**config.mk**
```make
export PLATFORM = sky130hd
export DESIGN_NAME = pc_sequencer
export DESIGN_NICKNAME = d
export VERILOG_FILES = /design/src/rtl/pc_seq_pkg.sv /design/src/rtl/pc_ret_stack.sv /design/src/rtl/pc_sequencer.sv
export SDC_FILE = /design/constraint.sdc
export NUM_CORES = 1
export LEC_CHECK = 0
export ABC_AREA = 1
export BUFFER_PORTS_ARGS = -buffer_cell sky130_fd_sc_hd__buf_2
export CAP_MARGIN = 10
export CORE_ASPECT_RATIO = 1.2
export CORE_MARGIN = 2
export CORE_UTILIZATION = 35
export DETAILED_ROUTE_END_ITERATION = 10
export GPL_TIMING_DRIVEN = 0
export SLEW_MARGIN = 30
export SYNTH_ARGS = -nofsm -noshare
export SYNTH_HDL_FRONTEND = slang
export SYNTH_SLANG_ARGS = --single-unit
```
**constraint.sdc**
```tcl
create_clock -name system1000 -period 2.4 [get_ports system1000]
set_input_delay 0.36 -clock system1000 [delete_from_list [all_inputs] [get_ports system1000]]
set_output_delay 0.36 -clock system1000 [all_outputs]
set_load 0.005 [all_outputs]
```
**src/rtl/pc_seq_pkg.sv**
```systemverilog
// Shared definitions for the fetch-stage PC sequencer: PC opcodes, FSM state
// encoding and return-stack error flag bit positions.
package pc_seq_pkg;

    // PC opcodes presented by decode
    localparam logic [2:0] PCOP_NEXT    = 3'd0;
    localparam logic [2:0] PCOP_JMP_ABS = 3'd1;
    localparam logic [2:0] PCOP_JMP_REL = 3'd2;
    localparam logic [2:0] PCOP_BR_ABS  = 3'd3;
    localparam logic [2:0] PCOP_BR_REL  = 3'd4;
    localparam logic [2:0] PCOP_JMP_REG = 3'd5;
    localparam logic [2:0] PCOP_CALL    = 3'd6;
    localparam logic [2:0] PCOP_RET     = 3'd7;

    // Sequencer states: one boot cycle after reset, then run forever
    typedef enum logic {
        ST_BOOT = 1'b0,
        ST_RUN  = 1'b1
    } pc_state_t;

    // Bit positions inside stack_err_o
    localparam int unsigned STK_ERR_OVF = 0;
    localparam int unsigned STK_ERR_UDF = 1;

endpackage

```
**src/rtl/pc_ret_stack.sv**
```systemverilog
// Hardware return-address stack (LIFO) for the PC sequencer.
// A push while full and a pop while empty are ignored; the caller decides what
// that means for the PC.
module pc_ret_stack #(
    parameter int unsigned PC_W        = 8,
    parameter int unsigned STACK_DEPTH = 4
) (
    input  logic                               clk_i,
    input  logic                               rst_i,
    input  logic                               push_i,
    input  logic                               pop_i,
    input  logic [PC_W-1:0]                    data_i,
    output logic [PC_W-1:0]                    top_o,
    output logic [$clog2(STACK_DEPTH+1)-1:0]   sp_o,
    output logic                               full_o,
    output logic                               empty_o
);

    localparam int unsigned SP_W  = $clog2(STACK_DEPTH + 1);
    localparam int unsigned IDX_W = (STACK_DEPTH > 1) ? $clog2(STACK_DEPTH) : 1;

    logic [PC_W-1:0]  mem_q [STACK_DEPTH];
    logic [SP_W-1:0]  sp_q;
    logic [IDX_W-1:0] wr_idx;
    logic [IDX_W-1:0] rd_idx;

    // Occupancy flags and top-of-stack read (entry below the stack pointer)
    always_comb begin
        full_o  = (sp_q == SP_W'(STACK_DEPTH));
        empty_o = (sp_q == '0);
        wr_idx  = IDX_W'(sp_q);
        rd_idx  = IDX_W'(sp_q - SP_W'(1));
        top_o   = empty_o ? '0 : mem_q[rd_idx];
        sp_o    = sp_q;
    end

    // Stack storage and pointer; push and pop are mutually exclusive by opcode
    always_ff @(posedge clk_i or posedge rst_i) begin
        if (rst_i) begin
            sp_q <= '0;
            for (int i = 0; i < int'(STACK_DEPTH); i++) begin
                mem_q[i] <= '0;
            end
        end else if (push_i && !full_o) begin
            mem_q[wr_idx] <= data_i;
            sp_q          <= sp_q + SP_W'(1);
        end else if (pop_i && !empty_o) begin
            sp_q <= sp_q - SP_W'(1);
        end
    end

endmodule

```
**src/rtl/pc_sequencer.sv**
```systemverilog
// Registered program-counter sequencer for the fetch stage.
// Holds a boot/run FSM, the next-PC mux with wrap-around adders, and a
// hardware return-address stack for CALL/RET.
// Optional feature macro: PC_STACK_ERR_EN adds sticky stack_err_o flags
// ([0] dropped CALL on full stack, [1] RET on empty stack).
module pc_sequencer
    import pc_seq_pkg::*;
#(
    parameter int unsigned PC_W        = 8,
    parameter int unsigned OFF_W       = 8,
    parameter int unsigned DATA_W      = 16,
    parameter int unsigned STACK_DEPTH = 4,
    parameter int unsigned RESET_PC    = 0
) (
    input  logic                               system1000,
    input  logic                               system1000_rst,
    input  logic                               en,
    input  logic [2:0]                         pc_op,
    input  logic                               cond,
    input  logic [PC_W-1:0]                    target,
    input  logic [OFF_W-1:0]                   offset,
    input  logic [DATA_W-1:0]                  reg_val,
    output logic [PC_W-1:0]                    pc_o,
    output logic                               pc_valid_o,
`ifdef PC_STACK_ERR_EN
    output logic [1:0]                         stack_err_o,
`endif
    output logic [$clog2(STACK_DEPTH+1)-1:0]   sp_o
);

    pc_state_t       state_q;
    logic [PC_W-1:0] off_rs;
    logic [PC_W-1:0] reg_rs;
    logic [PC_W-1:0] pc_inc;
    logic [PC_W-1:0] pc_rel;
    logic [PC_W-1:0] pc_next;
    logic            adv;
    logic            stk_push;
    logic            stk_pop;
    logic [PC_W-1:0] stk_top;
    logic            stk_full;
    logic            stk_empty;

    // Fit the signed offset to PC width: truncate when wide, sign-extend when narrow
    if (OFF_W >= PC_W) begin : g_off_trunc
        assign off_rs = offset[PC_W-1:0];
        if (OFF_W > PC_W) begin : g_off_unused
            logic unused_off_hi;
            assign unused_off_hi = ^offset[OFF_W-1:PC_W];
        end
    end else begin : g_off_sext
        assign off_rs = {{(PC_W - OFF_W){offset[OFF_W-1]}}, offset};
    end

    // Same fitting rule for the register jump operand
    if (DATA_W >= PC_W) begin : g_reg_trunc
        assign reg_rs = reg_val[PC_W-1:0];
        if (DATA_W > PC_W) begin : g_reg_unused
            logic unused_reg_hi;
            assign unused_reg_hi = ^reg_val[DATA_W-1:PC_W];
        end
    end else begin : g_reg_sext
        assign reg_rs = {{(PC_W - DATA_W){reg_val[DATA_W-1]}}, reg_val};
    end

    // Next-PC selection and stack control; adds wrap modulo 2^PC_W
    always_comb begin
        adv      = en && (state_q == ST_RUN);
        pc_inc   = pc_o + PC_W'(1);
        pc_rel   = pc_o + off_rs;
        pc_next  = pc_inc;
        stk_push = 1'b0;
        stk_pop  = 1'b0;
        unique case (pc_op)
            PCOP_NEXT:    pc_next = pc_inc;
            PCOP_JMP_ABS: pc_next = target;
            PCOP_JMP_REL: pc_next = pc_rel;
            PCOP_BR_ABS:  pc_next = cond ? target : pc_inc;
            PCOP_BR_REL:  pc_next = cond ? pc_rel : pc_inc;
            PCOP_JMP_REG: pc_next = reg_rs;
            PCOP_CALL: begin
                // Jump is taken even when the return address cannot be saved
                pc_next  = target;
                stk_push = adv;
            end
            PCOP_RET: begin
                pc_next = stk_empty ? pc_inc : stk_top;
                stk_pop = adv;
            end
            default:      pc_next = pc_inc;
        endcase
    end

    // Boot/run FSM with registered PC and valid
    always_ff @(posedge system1000 or posedge system1000_rst) begin
        if (system1000_rst) begin
            state_q    <= ST_BOOT;
            pc_o       <= PC_W'(RESET_PC);
            pc_valid_o <= 1'b0;
        end else if (en) begin
            case (state_q)
                ST_BOOT: begin
                    state_q    <= ST_RUN;
                    pc_valid_o <= 1'b1;
                end
                ST_RUN: begin
                    pc_o <= pc_next;
                end
                default: begin
                    state_q <= ST_BOOT;
                end
            endcase
        end
    end

    pc_ret_stack #(
        .PC_W        (PC_W),
        .STACK_DEPTH (STACK_DEPTH)
    ) u_ret_stack (
        .clk_i   (system1000),
        .rst_i   (system1000_rst),
        .push_i  (stk_push),
        .pop_i   (stk_pop),
        .data_i  (pc_inc),
        .top_o   (stk_top),
        .sp_o    (sp_o),
        .full_o  (stk_full),
        .empty_o (stk_empty)
    );

`ifdef PC_STACK_ERR_EN
    logic ovf_evt;
    logic udf_evt;

    assign ovf_evt = stk_push && stk_full;
    assign udf_evt = stk_pop && stk_empty;

    // Sticky stack error flags, cleared only by reset
    always_ff @(posedge system1000 or posedge system1000_rst) begin
        if (system1000_rst) begin
            stack_err_o <= 2'b00;
        end else begin
            if (ovf_evt) stack_err_o[STK_ERR_OVF] <= 1'b1;
            if (udf_evt) stack_err_o[STK_ERR_UDF] <= 1'b1;
        end
    end
`endif

endmodule

```
**Word-level counts from Yosys, hierarchy flattened**

Index checks and enable logic that the tools add are counted.
W data, S select, Z words.

- Register bits after elaboration: 45
- Input bits: 39
- Output and inout bits: 12
- Logic and storage cells: 52

- Add/sub/neg operators: 4
- Magnitude comparators: 3
- Equal/unequal tests: 8
- Muxes and demuxes: 14
- Bitwise operators: 3
- Reductions and logical operators: 12

Operator list:

| operator | count |
|---|---|
| $pmux W8 S7 | 1 |
| $mux W8 | 6 |
| $bwmux W32 | 1 |
| $bmux W8 S2 | 1 |
| $demux W8 S2 | 1 |
| $eq A3 B3 Y1 const B | 5 |
| $add A8 B1 Y8 const B | 1 |
| $add A8 B8 Y8 | 1 |
| $eq A3 B2 Y1 const B | 2 |
| $ge A3 B3 Y1 const B | 2 |
| $logic_not A3 Y1 | 2 |
| $mux W3 | 2 |
| $not A2 Y3 | 2 |
| $logic_and A1 B1 Y1 | 4 |
| $reduce_and A2 Y1 | 2 |
| $add A3 B1 Y3 const B | 1 |
| $eq A3 B1 Y1 const B | 1 |
| $lt A3 B1 Y1 const B | 1 |
| $sub A3 B1 Y3 const B | 1 |
| $logic_not A1 Y1 | 2 |
| $mux W1 | 2 |
| $reduce_bool A2 Y1 | 1 |
| $reduce_or A2 Y1 | 1 |
| $not A1 Y1 | 1 |

**Longest topological paths before layout**

Gate-level depths: netlist (run 1).

- Word-level depth: 7
- Gate-level depth with buffers: 12
- Depth with buffers taken out: 11

**Cells and area by module**

A second synthesis (run 1) with hierarchy kept.

- Cell total of the unflattened synthesis: 465
- Area total of the unflattened synthesis: 3308.2 µm²

By module, submodules not included:

| module | times used | cells each | area an instance (µm²) | seq. area each (µm²) |
|---|---|---|---|---|
| pc_ret_stack | 1 | 237 | 1993.2 | 875.8 |
| pc_sequencer | 1 | 228 | 1315.0 | 250.2 |

**Worst setup path after synthesis (run 1)**

No wires, ideal clock.

- Path type: flip-flop to flip-flop
- From: register u_ret_stack.sp_q[0], in the netlist u_ret_stack.sp_o[0]
- To: register u_ret_stack.mem_q[27] in the netlist's numbering
- Library setup time: 0.134 ns
- Arrival time: 1.905 ns
- Data required time: 2.266 ns
- Path slack: 0.360 ns
- Cell stages (with the launch flop): 10
- Buffers on the path: 2
- Period minus slack after synthesis: 2.040 ns
- Cell sequence: dfrtp_1 -> inv_1 -> clkbuf_1 -> ha_1 -> ha_1 -> nor3_4 -> nand2_1 -> buf_4 -> nand2_1 -> o21ai_0

- Cells in the longest elaborated chain, start to end: 6
- Elaborated cells on any way between the ends: 10
- Those cells by class: order compare (2); eq/ne (1); mux (3); bitwise (1); reduce/logical (3)

RTL lines:

| what | RTL line | RTL |
|---|---|---|
| from (decl) | pc_ret_stack.sv:23 | `logic [SP_W-1:0] sp_q;` |
| from (signal assigned) | pc_ret_stack.sv:46 | `sp_q <= sp_q + SP_W'(1);` |
| from (signal assigned) | pc_ret_stack.sv:48 | `sp_q <= sp_q - SP_W'(1);` |
| $not A2 Y3 (implied by the code) | pc_ret_stack.sv:45 | `mem_q[wr_idx] <= data_i;` |
| $ge A3 B3 Y1 (implied by the code) / $lt A3 B1 Y1 (equally long branches) | pc_ret_stack.sv:45 |  |
| $logic_and A1 B1 Y1 (implied by the code) | pc_ret_stack.sv:45 |  |
| $mux W8 (implied by the code) | pc_ret_stack.sv:45 |  |
| $demux W8 S2 | pc_ret_stack.sv:45 |  |
| $bwmux W32 | pc_ret_stack.sv:45 |  |
| to (signal, indexed assignment) | pc_ret_stack.sv:45 |  |
| to (decl) | pc_ret_stack.sv:22 | `logic [PC_W-1:0] mem_q [STACK_DEPTH];` |

Several ways; a longest one is shown, not always the timed one.
A chain may end at the register's enable or synchronous reset.

**Final worst setup path (run 1)**

- From: register u_ret_stack.sp_q[0], in the netlist u_ret_stack.sp_o[0]
- To: register u_ret_stack.mem_q[4] in the netlist's numbering

The elaborated chain is that of the path after synthesis.

==> results by group, run 1 <==
Run status
  • Outcome: finished, final reports clean

Critical path
  • CP arrival: 2.42 ns
  • Setup crit end kind: flop
  • Worst EP required: 2.58 ns
  • Crit path max fanout: 10
  • Crit start category: flop
  • Critical path type: reg2reg

Yosys
  • Number of synthesized flops with an enable pin: 0
  • Most used DFF post-synth: dfrtp_1
  • Synth warn: 0
  • Sequential-to-total area share from yosys stat: 38.71%
  • Synth Area in XOR/XNOR: 1.806%
  • Count of different cell masters after synthesis: 31
  • Syn Area/Cell: 6.926 um2
  • Synth Area in Adders: 6.710%
  • Synth top area share: 38.71%
  • Top-count cell post-synth: nand2_1
  • Synth area leaders: dfrtp_1 39%, nand2_1 18%, nand3_1 6.9%, o21ai_0 6.5%, ha_1 6.0%
  • Mux cell area share after synthesis: 0%
  • Synth Area in Simple Gates: 33.03%
  • Synth top cells by count: 139 x nand2_1, 45 x dfrtp_1, 45 x inv_1
  • Largest family of logic cells by synthesized area: simple AND/OR/NAND/NOR gates
  • Flops & latches, synth: 45
  • Post-synth net total: 474
  • Synth Area in Compound Gates: 12.30%
  • Yosys top cell by area: dfrtp_1
  • Mapped cell area: 2909 um2
  • Gate count after technology mapping: 420
  • Async SR Flop Fraction: 100.0%

Timing
  • Achievable Freq: 446.0 MHz
  • Unrepaired setup endpoints after global routing: false
  • Hold violation count in the final report: 0
  • Clk_skew: 0.01152 ns
  • Slew margin rel.: 61.17%
  • Least-Margin Pin Slew: 0.5825 ns
  • Period utilisation layout: 93.42%
  • Tmin final: 2.242 ns
  • Final Slew Violations: 0
  • Final setup violation count: 0

Finish
  • Post-route cell area: 3408 um2
  • ANT cells: 0
  • FF/Latch Area: 1127 um2
  • Layout cell share with drive strength beyond 1: 14.38%
  • Util after Layout: 42.04%
  • Area Overhead vs Synth: 17.16%
  • # fillers: 885
  • Multi-input combinational cell area: 1569 um2
  • Final #Nets: 526

Drt
  • Avg WL per Cell: 13.78 um
  • Router iterations before antenna repair: 4
  • DRT Wirelength: 7.829 mm
  • Via count: 2832
  • DR vias/cell: 4.986
  • Final ANT Viol Nets: 0
  • Initial DRC count: 185
  • Drt drc: 0

Clocking
  • Clock Sinks: 45
  • Max clock buf depth: 2
  • CTS tree: built
  • Root Driver: clkbuf_8
  • Num CTS Buffers: 5
  • Worst-Skew Late Latency: 0.31 ns
  • H-Tree Depth: 2
  • Clock transition at path regs: 0.10 ns

Die
  • Die area: 9060 um2
  • Die H: 103.9 um
  • I/O pin cnt: 51
  • Core area: 8108 um2
  • DIE WIDTH: 87.23 um
  • Initial core utilization: 35.88%
  • Row cnt: 36

Pwr
  • P_sw: 0.001482 W
  • Clock power frac: 19.4%
  • IR drop worst, VDD: 0.2691 mV
  • Power Density: 1044 nW/um2
  • Switching share of power: 41.64%
  • Sequential fraction of design power: 36.2%
  • Internal power: 0.002076 W
  • Leak: 1.810 nW
  • Logic gate share of total power: 44.3%

Global route
  • Grt total ovfl: 0
  • First-pass GRT wire length: 12.96 mm
  • Tot GR Track Use: 18.17%
  • Number of global-route vias before repair: 2706
  • Antenna violations before repair: 0
  • Pin count of the biggest net entering global routing: 46

Placement
  • RePlAce Congestion: 0.8518
  • HPWL Detailed: 5.998 mm
  • I/O Buffers: 42
  • Dpl cell area: 3241 um2

Min path
  • HP Class: in2async

Run
  • Max Cap Violations: 0
-- final timing paths --
| kind | start | end | slack, ns | cells past startpoint |
|---|---|---|---|---|
| max | u_ret_stack.sp_o[0] | u_ret_stack.mem_q[4] | 0.16 | 8 |
| min | system1000_rst | u_ret_stack.mem_q[9] | 0.12 | 2 |
| max reg2reg | u_ret_stack.sp_o[0] | u_ret_stack.mem_q[4] | 0.16 | 8 |
| min reg2reg | pc_valid_o | pc_valid_o | 0.48 | 1 |
| max in group asynchronous | system1000_rst | u_ret_stack.sp_o[0] | 1.87 | 2 |
| min in group system1000 | en | state_q | 0.29 | 2 |
-- worst max-delay path, cell delays in order (launching register included) --
cell and delay [ns]:
dfrtp_2 0.46, clkinvlp_4 0.17, ha_1 0.28, ha_1 0.23
nor3_4 0.34, nand2_1 0.23, buf_2 0.25, nand2_1 0.07
o21ai_0 0.08
-- cell type report --
| type | count | area share, % |
|---|---|---|
| sequential | 45 | 33.08 |
| multi-input combinational | 320 | 46.04 |
| clock buffer | 5 | 2.019 |
| clock inverter | 3 | 1.909 |
| timing repair buffer | 46 | 7.048 |
| tap | 95 | 3.488 |
| inverter | 47 | 5.360 |
| buffer | 7 | 1.065 |
-- cell usage in the layout (no fill, tap or decap), types with 2 or more instances in the layout --
master	count
nand2_1	138
buf_2	44
nand4_1	5
xor2_1	5
dfrtp_1	44
ha_1	14
a21oi_1	25
clkbuf_8	5
nand3_1	40
nor3_1	2
clkbuf_1	3
inv_1	43
nand2_2	2
bufinv_16	2
o21ai_0	38
buf_4	6
nor2_1	37
-- kinds of logic (layout without fill, tap and decap cells) --
group / count (synthesis) / count (layout)
and+or+nand+nor: 230 / 230
AOI/OAI and AO/OA: 69 / 69
buffers and inverters: 55 / 108
DFF: 45 / 45
adders and majority gates: 15 / 15
xor gates and xnor gates: 6 / 6
-- power by group through the flow --
stage	logic (W)	registers, W	clock network (W)
floorplan	0.00110	0.00124	0
global placement	0.00150	0.00129	0
detailed placement	0.00152	0.00129	0
CTS	0.00153	0.00128	0.000691
global route	0.00180	0.00134	0.000736
finish	0.00158	0.00129	0.000691
-- stage by stage --
stage / cells / setup TNS, ns / power, W / setup slack (ns) / hold WS, ns
finish: 568 / 0 / 0.003558 / 0.1580 / 0.1182
global route: 568 / 0 / 0.003875 / 0.01553 / 0.1692
CTS: 564 / 0 / 0.003505 / 0.01937 / 0.1399
detailed placement: 557 / -2.111 / 0.002815 / -0.1307 / 0.4643
global placement: 557 / -1.165 / 0.002788 / -0.1359 / 0.4538
floorplan: 420 / 0 / 0.002340 / 0.3605 / 0.4437
-- flip-flops by register name, indices dropped and copies added (netlist names) --
signal	cells
pc_o	8
state_q	1
u_ret_stack.sp_o	3
u_ret_stack.mem_q	32
pc_valid_o	1
-- per-layer routing --
| metal | vias up | wire length (um) | track usage, % | share of wire [%] |
|---|---|---|---|---|
| met2 | 80 | 3955 | 30.75 | 51 |
| li1 | 1453 | - | - | - |
| met4 | 0 | 191 | 6.264 | 2.4 |
| met1 | 1282 | 3357 | 23.23 | 43 |
| met5 | - | 0 | 0 | 0 |
| met3 | 17 | 324 | 2.857 | 4.1 |
-- what timing repair did --
item | in CTS | in global routing
hold buffers | 0 | 0
gates cloned | 0 | 0
endpoints found under the setup margin | 40 | 41
buffers inserted | 0 | 4
gates resized for setup | 0 | 3
(Power assumes the default switching activity.)
==> inputs of run 2 (changes only) <==
--- a/config.mk
+++ b/config.mk
@@ -8,11 +8,14 @@
 export ABC_AREA = 1
 export BUFFER_PORTS_ARGS = -buffer_cell sky130_fd_sc_hd__buf_2
 export CAP_MARGIN = 10
+export CELL_PAD_IN_SITES_DETAIL_PLACEMENT = 1
+export CELL_PAD_IN_SITES_GLOBAL_PLACEMENT = 2
 export CORE_ASPECT_RATIO = 1.2
 export CORE_MARGIN = 2
-export CORE_UTILIZATION = 35
+export CORE_UTILIZATION = 31
 export DETAILED_ROUTE_END_ITERATION = 10
 export GPL_TIMING_DRIVEN = 0
+export PLACE_DENSITY_LB_ADDON = 0.1
 export SLEW_MARGIN = 30
 export SYNTH_ARGS = -nofsm -noshare
 export SYNTH_HDL_FRONTEND = slang
==> run 2 against run 1 <==
Sequential power barely moved. Flip-flop and latch count did not move. Cell count rose by 3.9%. Total power fell by 5.1%. Critical path type unchanged.
==> results by group, run 2 (synthesis results as in run 1) <==
Timing
  • Slew margin rel.: 61.44%
  • Final setup violation count: 0
  • Achievable Freq: 456.5 MHz
  • Least-Margin Pin Slew: 0.5745 ns
  • Final Slew Violations: 0
  • Clk_skew: 0.003059 ns
  • Tmin final: 2.191 ns
  • Unrepaired setup endpoints after global routing: false
  • Hold violation count in the final report: 0
  • Period utilisation layout: 91.28%

Finish
  • Post-route cell area: 3368 um2
  • # fillers: 1205
  • Final #Nets: 523
  • Max reg flops: 32
  • Area Overhead vs Synth: 15.78%
  • Most frequent cells in the layout: 138 x nand2_1, 44 x buf_2, 44 x dfrtp_1
  • ANT cells: 0
  • Commonest non-fill, non-tap cell in the layout: nand2_1
  • Layout cell share with drive strength beyond 1: 13.19%
  • Register name with the most flops: u_ret_stack.mem_q
  • Util after Layout: 37.09%

Drt
  • Router iterations before antenna repair: 4
  • DRT Wirelength: 9.265 mm
  • DR vias/cell: 4.766
  • Final ANT Viol Nets: 0
  • Via count: 2812
  • Drt drc: 0
  • Initial DRC count: 66
  • Avg WL per Cell: 15.70 um

Pwr
  • Sequential fraction of design power: 38.4%
  • Switching share of power: 45.42%
  • Internal power: 0.001843 W
  • P_sw: 0.001533 W
  • Power Density: 1002 nW/um2
  • Clock power frac: 14.3%
  • Leak: 1.767 nW
  • Logic gate share of total power: 47.2%
  • IR drop worst, VDD: 0.2762 mV

Die
  • Die area: 10180 um2
  • Row cnt: 38
  • Core area: 9081 um2
  • Die H: 110.1 um
  • I/O pin cnt: 51
  • DIE WIDTH: 92.43 um
  • Initial core utilization: 32.03%

Global route
  • M2 GR Usage: 36.44%
  • Antenna violations before repair: 0
  • Number of global-route vias before repair: 3099
  • GRT busiest layer: met2
  • Pin count of the biggest net entering global routing: 46
  • Tot GR Track Use: 20.17%
  • First-pass GRT wire length: 15.79 mm
  • GR Util met1: 25.38%
  • Grt total ovfl: 0
  • Grt met3 use: 2.447%

Clocking
  • Max clock buf depth: 2
  • H-Tree Depth: 2
  • Clock transition at path regs: 0.09 ns
  • Num CTS Buffers: 5
  • Worst-Skew Late Latency: 0.31 ns
  • Root Driver: clkbuf_8
  • Clock Sinks: 45
  • CTS tree: built

Critical path
  • Worst-path cell chain: clkinvlp_4 -> ha_1 -> ha_1 -> nor3_4 -> nand2_1 -> buf_2 -> nand2_1 -> o21ai_0
  • Sum of buffers and inverters on the critical path: 2
  • Worst EP required: 2.59 ns
  • Crit path max fanout: 10
  • CP max-delay cell: dfrtp_2
  • Crit start category: flop
  • Setup crit end kind: flop
  • Family with the most delay on the worst path: simple AND/OR/NAND/NOR gates
  • Critical path's largest stage delay: 0.46 ns
  • Critical path type: reg2reg
  • FF-to-FF path depth: 8
  • CP arrival: 2.38 ns
  • Levels on crit path: 8

Run
  • Max Cap Violations: 0

Min path
  • HP Class: in2async

Placement
  • RePlAce Congestion: 0.8160
  • I/O Buffers: 42
  • Dpl cell area: 3272 um2
  • HPWL Detailed: 7.168 mm

Run status
  • Outcome: finished, final reports clean
==> run 2: worst reg2reg max path, stage by stage, from the launching register on <==
cell and delay (ns):
dfrtp_2 0.46, clkinvlp_4 0.13, ha_1 0.26, ha_1 0.23, nor3_4 0.34, nand2_1 0.23, buf_2 0.26, nand2_1 0.08
o21ai_0 0.08
==> run 2: worst paths after layout <==
path                                       from                     to  slack (ns)
setup / recovery            u_ret_stack.sp_o[0]   u_ret_stack.mem_q[0]        0.21
hold / removal                   system1000_rst  u_ret_stack.mem_q[23]         0.1
setup reg to reg            u_ret_stack.sp_o[0]   u_ret_stack.mem_q[0]        0.21
hold reg to reg            u_ret_stack.mem_q[2]   u_ret_stack.mem_q[2]        0.48
max in group asynchronous        system1000_rst    u_ret_stack.sp_o[0]        1.87
min in group system1000                      en                state_q        0.27
==> run 2: power groups by stage <==
| stage | Combinational (W) | Clock [W] | Sequential, W |
|---|---|---|---|
| final | 0.00159 | 0.000484 | 0.00130 |
| after global routing | 0.00187 | 0.000523 | 0.00135 |
| after global placement | 0.00157 | 0 | 0.00130 |
| after CTS | 0.00163 | 0.000504 | 0.00130 |
| after detailed placement | 0.00160 | 0 | 0.00131 |
| after floorplan | 0.00110 | 0 | 0.00124 |
==> run 2: timing repair <==
action,CTS,global route
hold buffers,0,0
resized for setup,2,2
endpoints found under the hold margin,0,0
buffers inserted,1,0
setup endpoints to repair,42,33
gates cloned,0,0
==> run 2: final cells by class <==
| type | count | area (um2) | area share (%) |
|---|---|---|---|
| Multi-Input combinational cell | 320 | 1574 | 46.73 |
| Timing Repair Buffer | 43 | 217.7 | 6.464 |
| Clock buffer | 8 | 80.08 | 2.377 |
| Inverter | 47 | 182.7 | 5.423 |
| Sequential cell | 45 | 1127 | 33.47 |
| Tap cell | 120 | 150.1 | 4.458 |
| Buffer | 7 | 36.28 | 1.077 |
==> run 2: per-layer routing <==
metal | routed length [um] | vias to the layer above
li1 | - | 1444
met1 | 4309 | 1321
met2 | 4644 | 41
met3 | 207 | 6
met4 | 104 | 0
met5 | 0 | -
==> run 2: metrics by stage <==
| step | hold slack (ns) | instances | setup TNS (ns) | setup WS (ns) | power, W |
|---|---|---|---|---|---|
| after floorplan | 0.4437 | 420 | 0 | 0.3605 | 0.002340 |
| after global placement | 0.4554 | 582 | -5.494 | -0.2587 | 0.002863 |
| after detailed placement | 0.4687 | 582 | -6.118 | -0.2603 | 0.002912 |
| after CTS | 0.1325 | 590 | 0 | 0.1102 | 0.003431 |
| after global routing | 0.1649 | 590 | 0 | 0.02427 | 0.003746 |
| final | 0.09882 | 590 | 0 | 0.2093 | 0.003376 |
==> inputs of run 3 (changes only) <==
--- a/config.mk
+++ b/config.mk
@@ -12,11 +12,11 @@
 export CELL_PAD_IN_SITES_GLOBAL_PLACEMENT = 2
 export CORE_ASPECT_RATIO = 1.2
 export CORE_MARGIN = 2
-export CORE_UTILIZATION = 31
+export CORE_UTILIZATION = 33
 export DETAILED_ROUTE_END_ITERATION = 10
 export GPL_TIMING_DRIVEN = 0
 export PLACE_DENSITY_LB_ADDON = 0.1
-export SLEW_MARGIN = 30
+export SLEW_MARGIN = 20
 export SYNTH_ARGS = -nofsm -noshare
 export SYNTH_HDL_FRONTEND = slang
 export SYNTH_SLANG_ARGS = --single-unit
==> constraint.sdc (replaced) <==
create_clock -name system1000 -period 2.64 [get_ports system1000]
set_input_delay 0.396 -clock system1000 [delete_from_list [all_inputs] [get_ports system1000]]
set_output_delay 0.396 -clock system1000 [all_outputs]
set_load 0.005 [all_outputs]
==> run 3 against run 2 <==
Utilization grew 2.3 points. Via count grew 0.85%. Clock power shrank 8.3%. Critical path type unchanged. Largest power group unchanged.
==> results by group, run 3 (synthesis results as in run 1) <==
Finish
  • Final #Nets: 523
  • # fillers: 1128
  • Commonest non-fill, non-tap cell in the layout: nand2_1
  • Register name with the most flops: u_ret_stack.mem_q
  • Layout cell share with drive strength beyond 1: 13.01%
  • Area Overhead vs Synth: 16.00%
  • Util after Layout: 39.40%
  • ANT cells: 0
  • Max reg flops: 32
  • Most frequent cells in the layout: 139 x nand2_1, 45 x dfrtp_1, 44 x inv_1, 44 x buf_2, 40 x nand3_1

Run status
  • Outcome: finished, final reports clean

Drt
  • Final ANT Viol Nets: 0
  • Drt drc: 0
  • Initial DRC count: 95
  • DR vias/cell: 4.840
  • Router iterations before antenna repair: 4
  • Via count: 2836
  • DRT Wirelength: 8.971 mm
  • Avg WL per Cell: 15.31 um

Global route
  • Pin count of the biggest net entering global routing: 31
  • First-pass GRT wire length: 14.71 mm
  • GRT busiest layer: met2
  • M2 GR Usage: 36.36%
  • Grt total ovfl: 0
  • Antenna violations before repair: 0
  • Number of global-route vias before repair: 2928
  • Tot GR Track Use: 19.54%
  • Grt met3 use: 2.178%
  • GR Util met1: 23.74%

Critical path
  • Worst-path cell chain: inv_1 -> ha_1 -> ha_1 -> nor3_4 -> nand2_1 -> buf_4 -> nand2_1 -> o21ai_0
  • Sum of buffers and inverters on the critical path: 2
  • Reg2Reg Setup Slack: 0.22 ns
  • Crit start category: flop
  • Setup crit end kind: flop
  • Critical path type: reg2reg
  • Critical path's largest stage delay: 0.45 ns
  • R2R Path Start: u_ret_stack.sp_o[0]
  • R2R Path End: u_ret_stack.mem_q[15]
  • FF-to-FF path depth: 8
  • Family with the most delay on the worst path: simple AND/OR/NAND/NOR gates
  • Worst EP required: 2.81 ns
  • Crit path max fanout: 15
  • CP max-delay cell: dfrtp_1
  • CP arrival: 2.59 ns

Placement
  • I/O Buffers: 42
  • RePlAce Congestion: 0.8143
  • Pre-CTS setup slack: -0.03474 ns
  • HPWL Detailed: 7.180 mm

Pwr
  • IR drop worst, VDD: 0.2512 mV
  • Power Density: 907.7 nW/um2
  • Leak: 1.785 nW
  • Power after layout: 0.003063 W

Clocking
  • H-Tree Depth: 2
  • Clock Sinks: 45
  • CTS tree: built
  • Num CTS Buffers: 5
  • Root Driver: clkbuf_8
  • Max clock buf depth: 2
  • Hold Buf Count CTS: 0
  • Clock transition at path regs: 0.08 ns
  • Worst-Skew Late Latency: 0.30 ns

Timing
  • Slew margin rel.: 60.39%
  • Period utilisation layout: 91.75%
  • Clk_skew: 0.004850 ns
  • Final setup violation count: 0
  • Unrepaired setup endpoints after global routing: false
  • Setup_tns: 0 ns
  • Tmin final: 2.422 ns
  • Final Slew Violations: 0
  • Achievable Freq: 412.8 MHz
  • Least-Margin Pin Slew: 0.5941 ns
  • Final worst slack: 0.2177 ns
  • Hold violation count in the final report: 0

Die
  • I/O pin cnt: 51
  • Die H: 106.9 um
  • Core area: 8564 um2
  • Die area: 9586 um2
  • DIE WIDTH: 89.71 um
  • Initial core utilization: 33.97%
  • Row cnt: 37

Run
  • Max Cap Violations: 0

Min path
  • HP Class: in2async
==> run 3: cell count changes in the layout (fill, tap and decap cells not counted) <==
| cell | previous run | this run |
|---|---|---|
| dfrtp_1 | 44 | 45 |
| inv_1 | 43 | 44 |
| clkbuf_2 | 0 | 1 |
| clkbuf_1 | 6 | 3 |
| nand2_1 | 138 | 139 |
| inv_4 | 1 | 0 |
| buf_4 | 3 | 2 |
| buf_12 | 0 | 1 |
| clkinvlp_4 | 1 | 0 |
| nand2_2 | 2 | 1 |
| inv_2 | 1 | 2 |
| clkbuf_8 | 5 | 6 |
| dfrtp_2 | 1 | 0 |
==> run 3: final cells by class <==
| type | count | area, um2 | area share [%] |
|---|---|---|---|
| Multi-Input combinational cell | 320 | 1572 | 46.57 |
| Sequential cell | 45 | 1126 | 33.37 |
| Timing Repair Buffer | 43 | 230.2 | 6.822 |
| Inverter | 47 | 176.4 | 5.228 |
| Tap cell | 117 | 146.4 | 4.338 |
| Clock buffer | 7 | 86.33 | 2.558 |
| Buffer | 7 | 37.54 | 1.112 |
==> run 3: how the worst max path moves through the flow <==
stage / cells after the start / endpoint / startpoint / slack [ns]
after floorplan: 9 / u_ret_stack.mem_q[27] / u_ret_stack.sp_o[0] / 0.60
after global placement: 11 / pc_o[5] / u_ret_stack.sp_o[0] / 0.04
after detailed placement: 11 / pc_o[5] / u_ret_stack.sp_o[0] / -0.03
after CTS: 10 / pc_o[5] / u_ret_stack.sp_o[0] / 0.17
after global routing: 8 / u_ret_stack.mem_q[9] / u_ret_stack.sp_o[0] / 0.03
final: 8 / u_ret_stack.mem_q[15] / u_ret_stack.sp_o[0] / 0.22
==> run 3: stage by stage <==
step | hold WS [ns] | cell area (um2) | cells
3_5_place_dp | 0.4033 | 3286 | 580
5_1_grt | 0.08731 | 3374 | 586
2_1_floorplan | 0.4437 | 2909 | 420
6_report | 0.06573 | 3374 | 586
3_3_place_gp | 0.4548 | 3266 | 579
4_1_cts | 0.07042 | 3368 | 586
==> run 3: timing repair <==
action / 4_1_cts / 5_1_grt
endpoints found under the setup margin: 2 / 1
setup buffers: 0 / 0
resized for setup: 0 / 3
==> run 3: power by group <==
part / internal (W) / leakage, nW / total, W / switching (W)
logic: 0.000519 / 1.18 / 0.00144 / 0.000922
registers: 0.000961 / 0.557 / 0.00118 / 0.000217
clock network: 0.000208 / 0.0443 / 0.000444 / 0.000236
total: 0.00169 / 1.78 / 0.00306 / 0.00137
==> run 3: worst reg2reg max path, stage by stage, from the launching register on <==
cell	delay, ns
dfrtp_1	0.45
inv_1	0.29
ha_1	0.36
ha_1	0.23
nor3_4	0.32
nand2_1	0.26
buf_4	0.25
nand2_1	0.06
o21ai_0	0.08
==> run 3: metal layers <==
metal  up-vias  wire (um)
li1       1444          -
met1      1327       4181
met2        53       4433
met3        12        193
met4         0        163
met5         -          0
